<file path="src/rtl/sequential_divider_if.sv">
// Handshake and operand/result bundle for the sequential divider.
// The master side issues start with operands; the slave side is the divider.
interface sequential_divider_if #(
    parameter int WIDTH = 4
);
    logic             start;
    logic [WIDTH-1:0] dividend;
    logic [WIDTH-1:0] divisor;
    logic             busy;
    logic             done;
    logic [WIDTH-1:0] quotient;
    logic [WIDTH-1:0] remainder;
    logic             div_by_zero;

    modport master (
        output start, dividend, divisor,
        input  busy, done, quotient, remainder, div_by_zero
    );

    modport slave (
        input  start, dividend, divisor,
        output busy, done, quotient, remainder, div_by_zero
    );
endinterface

</file>
<file path="src/rtl/sequential_divider.sv">
// Multi-cycle unsigned restoring divider, one quotient bit per clock.
// Controller and datapath share one block; results are held until the next
// accepted start. Optional macro DIVIDER_DIV_ZERO_DETECT_EN short-circuits a
// zero divisor straight to DONE and raises div_by_zero with the result.
module sequential_divider #(
    parameter int WIDTH = 4
) (
    input  logic                clk,
    input  logic                rst_n,
    sequential_divider_if.slave bus
);
    localparam int CW = (WIDTH > 2) ? $clog2(WIDTH) : 1;

    typedef enum logic [1:0] {
        IDLE = 2'd0,
        CALC = 2'd1,
        DONE = 2'd2
    } state_t;

    state_t           state_q, state_d;
    logic [CW-1:0]    counter_q, counter_d;
    logic [WIDTH-1:0] divisor_q, divisor_d;
    logic [WIDTH-1:0] quo_q, quo_d;
    logic [WIDTH-1:0] partial_q, partial_d;
    logic [WIDTH-1:0] quotient_q, quotient_d;
    logic [WIDTH-1:0] remainder_q, remainder_d;
    logic             busy_q, busy_d;
    logic             done_q, done_d;
    logic [WIDTH:0]   shifted;
    logic [WIDTH:0]   trial;
`ifdef DIVIDER_DIV_ZERO_DETECT_EN
    logic             dbz_q, dbz_d;
`endif

    // Next-state, shift/subtract step and result commit. The partial remainder
    // is always below the divisor between steps, so its (WIDTH+1)-bit top bit
    // is zero there and only the shifted/trial values carry the extra bit.
    always_comb begin
        state_d     = state_q;
        counter_d   = counter_q;
        divisor_d   = divisor_q;
        quo_d       = quo_q;
        partial_d   = partial_q;
        quotient_d  = quotient_q;
        remainder_d = remainder_q;
        busy_d      = busy_q;
        done_d      = 1'b0;
`ifdef DIVIDER_DIV_ZERO_DETECT_EN
        dbz_d       = dbz_q;
`endif
        shifted     = {partial_q, quo_q[WIDTH-1]};
        trial       = shifted - {1'b0, divisor_q};

        case (state_q)
            IDLE: begin
                if (bus.start) begin
                    divisor_d = bus.divisor;
                    quo_d     = bus.dividend;
                    partial_d = '0;
                    counter_d = '0;
                    busy_d    = 1'b1;
                    state_d   = CALC;
`ifdef DIVIDER_DIV_ZERO_DETECT_EN
                    dbz_d     = 1'b0;
                    if (bus.divisor == '0) begin
                        state_d     = DONE;
                        done_d      = 1'b1;
                        quotient_d  = '1;
                        remainder_d = bus.dividend;
                        dbz_d       = 1'b1;
                    end
`endif
                end
            end
            CALC: begin
                if (!trial[WIDTH]) begin
                    partial_d = trial[WIDTH-1:0];
                    quo_d     = {quo_q[WIDTH-2:0], 1'b1};
                end else begin
                    partial_d = shifted[WIDTH-1:0];
                    quo_d     = {quo_q[WIDTH-2:0], 1'b0};
                end
                counter_d = counter_q + 1'b1;
                if (counter_q == CW'(WIDTH - 1)) begin
                    quotient_d  = quo_d;
                    remainder_d = partial_d;
                    done_d      = 1'b1;
                    state_d     = DONE;
                end
            end
            DONE: begin
                busy_d  = 1'b0;
                state_d = IDLE;
            end
            default: begin
                busy_d  = 1'b0;
                state_d = IDLE;
            end
        endcase
    end

    // State and datapath registers; reset aborts any division in flight.
    always_ff @(posedge clk or negedge rst_n) begin
        if (!rst_n) begin
            state_q     <= IDLE;
            counter_q   <= '0;
            divisor_q   <= '0;
            quo_q       <= '0;
            partial_q   <= '0;
            quotient_q  <= '0;
            remainder_q <= '0;
            busy_q      <= 1'b0;
            done_q      <= 1'b0;
`ifdef DIVIDER_DIV_ZERO_DETECT_EN
            dbz_q       <= 1'b0;
`endif
        end else begin
            state_q     <= state_d;
            counter_q   <= counter_d;
            divisor_q   <= divisor_d;
            quo_q       <= quo_d;
            partial_q   <= partial_d;
            quotient_q  <= quotient_d;
            remainder_q <= remainder_d;
            busy_q      <= busy_d;
            done_q      <= done_d;
`ifdef DIVIDER_DIV_ZERO_DETECT_EN
            dbz_q       <= dbz_d;
`endif
        end
    end

    assign bus.busy      = busy_q;
    assign bus.done      = done_q;
    assign bus.quotient  = quotient_q;
    assign bus.remainder = remainder_q;
`ifdef DIVIDER_DIV_ZERO_DETECT_EN
    assign bus.div_by_zero = dbz_q;
`else
    assign bus.div_by_zero = 1'b0;
`endif
endmodule

</file>
<file path="src/flat_wrapper.sv">
// flat-port wrapper written by rule: the top's interface ports become plain ports
module sequential_divider_flat 
#(
    parameter int WIDTH = 4
)
  (clk, rst_n, bus_start, bus_dividend, bus_divisor, bus_busy, bus_done, bus_quotient, bus_remainder, bus_div_by_zero);
  sequential_divider_if #(.WIDTH(WIDTH)) bus_i ();
  input  logic clk;
  input  logic rst_n;
  input wire logic [$bits(bus_i.start)-1:0] bus_start;
  input wire logic [$bits(bus_i.dividend)-1:0] bus_dividend;
  input wire logic [$bits(bus_i.divisor)-1:0] bus_divisor;
  output wire logic [$bits(bus_i.busy)-1:0] bus_busy;
  output wire logic [$bits(bus_i.done)-1:0] bus_done;
  output wire logic [$bits(bus_i.quotient)-1:0] bus_quotient;
  output wire logic [$bits(bus_i.remainder)-1:0] bus_remainder;
  output wire logic [$bits(bus_i.div_by_zero)-1:0] bus_div_by_zero;
  assign bus_i.start = bus_start;
  assign bus_i.dividend = bus_dividend;
  assign bus_i.divisor = bus_divisor;
  assign bus_busy = bus_i.busy;
  assign bus_done = bus_i.done;
  assign bus_quotient = bus_i.quotient;
  assign bus_remainder = bus_i.remainder;
  assign bus_div_by_zero = bus_i.div_by_zero;
  sequential_divider #(.WIDTH(WIDTH)) u_core (.clk(clk), .rst_n(rst_n), .bus(bus_i));
endmodule
</file>
<file path="config.mk">
export PLATFORM = sky130hd
export DESIGN_NAME = sequential_divider_flat
export DESIGN_NICKNAME = d
export VERILOG_FILES = /design/src/rtl/sequential_divider_if.sv /design/src/rtl/sequential_divider.sv /design/src/flat_wrapper.sv
export SDC_FILE = /design/constraint.sdc
export NUM_CORES = 1
export LEC_CHECK = 0
export ABC_AREA = 1
export CAP_MARGIN = 20
export CORE_MARGIN = 3
export CORE_UTILIZATION = 54
export CTS_BUF_LIST = sky130_fd_sc_hd__clkbuf_2 sky130_fd_sc_hd__clkbuf_4 sky130_fd_sc_hd__clkbuf_8
export CTS_CLUSTER_DIAMETER = 120
export DETAILED_ROUTE_END_ITERATION = 12
export PLACE_DENSITY = 0.85
export SYNTH_ARGS = -nofsm -noshare
export SYNTH_HDL_FRONTEND = slang
export SYNTH_SLANG_ARGS = --single-unit
</file>
<file path="constraint.sdc">
create_clock -name clk -period 2.35 [get_ports clk]
set_clock_uncertainty 0.1 [all_clocks]
set_input_delay 0.3525 -clock clk [delete_from_list [all_inputs] [get_ports clk]]
set_output_delay 0.3525 -clock clk [all_outputs]
set_load 0.01 [all_outputs]
</file>
==> impl_summary.md <==
Layout
In the final layout, flip-flops and latches occupy 651 um2. The filler-free cell count of the finished design is 189. The number of antenna cells inserted is 0. The filler cells instantiated in the layout total 168.

Cells with a size suffix above 1 make up 9.88% of the layout. The final cell utilization of the core is 72.0%. The final net count is 181. The multi-input combinational cells in the finished layout cover a total of 538 um2. The area growth from synthesis to layout is 18.6%.

Critical path
The cell family with the largest share of critical-path delay is simple AND/OR/NAND/NOR gates. On the critical path, the stage with the largest delay is an instance of sky130_fd_sc_hd__fa_1. In this run the worst path has a maximum fanout of 6.

The peak per-stage delay on the critical path is 0.41 ns. STA classifies the critical path startpoint as a register. The worst setup path is captured at a register. By startpoint and endpoint, the worst setup path is classified as register to register. Counting both buffers and inverters, the worst setup path holds a total of 2. The required time of the worst setup path is 2.46 ns. The data arrival time of the worst path is 2.06 ns. Traced cell by cell, the critical path runs through inv_1 > ha_1 > inv_1 > fa_1 > nand2_1 > nand2_2 > nand2_4 > nand2_4 > nand2_4 > nand2_1 > nand3_1 > nand2_1.

Synthesis
The cell with the most instances after synthesis is sky130_fd_sc_hd__nand2_1. The number of synthesized flops with an enable pin is 0. The total of warnings raised by yosys is 0. The netlist area before placement is 0.00127 mm2. The post-synthesis cell type count is 22.

After synthesis, the cell types taking the most area are sky130_fd_sc_hd__dfrtp_1 51%, sky130_fd_sc_hd__nand2_1 13%, sky130_fd_sc_hd__ha_1 4.9%. sky130_fd_sc_hd__dfrtp_1 takes more of the synthesized area than any other cell. The post-synthesis cell count is 141. Sorting the synthesized cells by how often they occur yields 43 x sky130_fd_sc_hd__nand2_1, 26 x sky130_fd_sc_hd__dfrtp_1, 14 x sky130_fd_sc_hd__inv_1. The post-synthesis area per instance is 9.04 um2.

The synthesized design contains 26 register bits. The number of nets handed over by synthesis was 158. The share of flip-flops with an asynchronous set or reset after synthesis is 100%. Sequential cells were found to cover 51.0% of the synthesized design area. The top cell type's share of synthesized area is 51.0%. Among all flip-flop cells after synthesis, the most frequent one is sky130_fd_sc_hd__dfrtp_1.

Place
The count of buffers from port buffering is 20. The detailed-placement wirelength estimate is 1800 um. After detailed placement, the design holds a cell count of 186. Prior to clock tree synthesis, the placed netlist has a worst setup slack of 0.432 ns. The final weighted congestion in routability-driven placement is 0.874.

Clocking
After clock tree synthesis, the flow added hold-fix buffers numbering 0. The clock latency at the later pin of the worst-skew pair is 0.32 ns. After clock tree synthesis, the clock-pin slew on the worst setup and hold paths is 0.13 ns.

The total setup buffers inserted after CTS is 0. The root buffer cell is sky130_fd_sc_hd__clkbuf_4. The depth of the CTS H-tree is 1. TritonCTS built the clock tree. The number of cells upsized or downsized after cts is 0. The CTS sink count is 26. The number of clock buffers added by TritonCTS is 3.

Counting along the longest clock path gives a buffer depth of 2.

Die
The I/O pin total is 22. The die area is 0.00298 mm2. In this run the core area contains 16 standard-cell rows. The core region is 0.00210 mm2. The die is 54.6 um wide. The starting density of the core is 60.7%.

The die is 54.6 um tall.

Global routing
The first global-routing pass estimated 4000 um of wire. The via count of the first global-routing pass was 992. The number of antenna violations at the first check in global routing came to 0. The combined global-route utilization of all metal layers is 18.6%.

The residual overflow from global routing is 0. The pin count of the biggest net entering global routing is 27.

STA
The final critical path takes up 82.7% of the cycle. The maximum achievable frequency is 515 MHz. The sum of negative setup slack is 0 ns. Setup repair after global routing left no endpoint under its margin. The post-route worst setup slack is 0.406 ns. The final number of setup-violating endpoints is 0. The time the worst path needs with I/O delays and setup is 1.94 ns. The hold violation total from the final report is 0. The number of slew-limit violations in the final report is 0.

Drt
The first-pass iteration count of the detailed router is 4. For this run, design rule violations remaining after detail routing come to 0. Dividing the detail-routed via count by the number of cells gives 5.21.

The number of DRC violations after detailed-routing iteration 0 is 14. Dividing the detail-routed wire length by the instance count gives 12.1 um. In this run the remaining antenna-violating nets after routing total 0. Across all layers, the routed design uses 984 vias. The wire length after detailed routing is 2290 um.

Job
The tool flagged a number of max-cap violations equal to 0.

Power
IR analysis of the VDD net gives a maximum drop of 0.000975 V. The standby leakage power is 0.786 nW. For this design the ratio of total power to cell area is 1600 mW/mm2.

Hold path
The worst hold path class is input port to asynchronous set/reset pin.

Status
The flow ran to the end, and the final reports show no timing, DRC or antenna violations.
## cells by family (layout without fill, tap and decap cells)
family | count (synthesis) | count (layout) | synth area share, %
other cells | 1 | 1 | 0.294
xor+xnor | 1 | 1 | 0.687
simple gates | 68 | 68 | 26.4
flops | 26 | 26 | 51.0
fa+ha+maj | 6 | 6 | 6.48
compound gates | 20 | 20 | 8.34
buf+inv | 19 | 40 | 6.77
## routing by layer
metal	global-route usage (%)	up-vias	part of all wire [%]
li1	-	488	-
met4	9.96	0	2.0
met5	0	-	0
met2	32.3	18	53
met3	2.45	8	3.1
met1	22.2	470	42
## path summary, 6_finish.rpt
check,slack [ns],cells after the start,from,to
max in group asynchronous,1.62,2,rst_n,u_core.counter_q[1]$_DFFE_PN0P_
setup / recovery,0.41,12,u_core.quo_q[3]$_DFFE_PN0P_,u_core.partial_q[0]$_DFFE_PN0P_
min in group clk,0.40,1,u_core.counter_q[0]$_DFFE_PN0P_,u_core.counter_q[0]$_DFFE_PN0P_
hold reg to reg,0.40,1,u_core.counter_q[0]$_DFFE_PN0P_,u_core.counter_q[0]$_DFFE_PN0P_
setup reg to reg,0.41,12,u_core.quo_q[3]$_DFFE_PN0P_,u_core.partial_q[0]$_DFFE_PN0P_
hold / removal,0.28,2,rst_n,u_core.partial_q[2]$_DFFE_PN0P_
## state kept, by name, summed over array words and instances, names as in the netlist
signal                count
u_core.bus.quotient       4
u_core.quo_q              4
u_core.state_q            2
u_core.partial_q          4
u_core.counter_q          2
u_core.bus.done           1
u_core.bus.remainder      4
u_core.divisor_q          4
u_core.bus.busy           1
## per-stage QoR
stage	cell area [um2]	total power, W	hold slack (ns)
5_1_grt	1510	0.00267	0.302
6_report	1510	0.00242	0.280
4_1_cts	1510	0.00244	0.296
3_3_place_gp	1490	0.00218	0.360
2_1_floorplan	1270	0.00186	-0.0431
3_5_place_dp	1490	0.00225	0.371
## worst reg2reg max path: stages (launching register included)
cell and delay [ns]:
sky130_fd_sc_hd__dfrtp_1 0.38, sky130_fd_sc_hd__inv_1 0.10, sky130_fd_sc_hd__ha_1 0.17, sky130_fd_sc_hd__inv_1 0.06, sky130_fd_sc_hd__fa_1 0.41, sky130_fd_sc_hd__nand2_1 0.09, sky130_fd_sc_hd__nand2_2 0.09, sky130_fd_sc_hd__nand2_4 0.08
sky130_fd_sc_hd__nand2_4 0.06, sky130_fd_sc_hd__nand2_4 0.09, sky130_fd_sc_hd__nand2_1 0.08, sky130_fd_sc_hd__nand3_1 0.07, sky130_fd_sc_hd__nand2_1 0.06
## placed cells by master (no fill, tap or decap), drive strengths merged, types with 3 or more instances in the layout
cell and count:
clkbuf 3, nand3b 3, nor2 3, inv 16, clkdlybuf4s50 20, ha 5, o21ai 13, a21oi 5
nand2 51, nand3 10, dfrtp 26
## report_power, final
group	total, W	switching, W	leakage [nW]	internal, W
Sequential	0.000784	0.000119	0.320	0.000665
Clock	0.000183	0.000123	0.0138	0.0000600
Combinational	0.00145	0.000843	0.452	0.000608
Total	0.00242	0.00109	0.786	0.00133
## layout make-up
| class | count | share of cell area, % |
|---|---|---|
| Clock buffer | 3 | 1.49 |
| Inverter | 16 | 3.97 |
| Multi-Input combinational cell | 96 | 35.6 |
| Sequential cell | 26 | 43.0 |
| Tap cell | 27 | 2.23 |
| Timing Repair Buffer | 21 | 13.7 |
No activity file was read; power rests on OpenSTA's default activity.
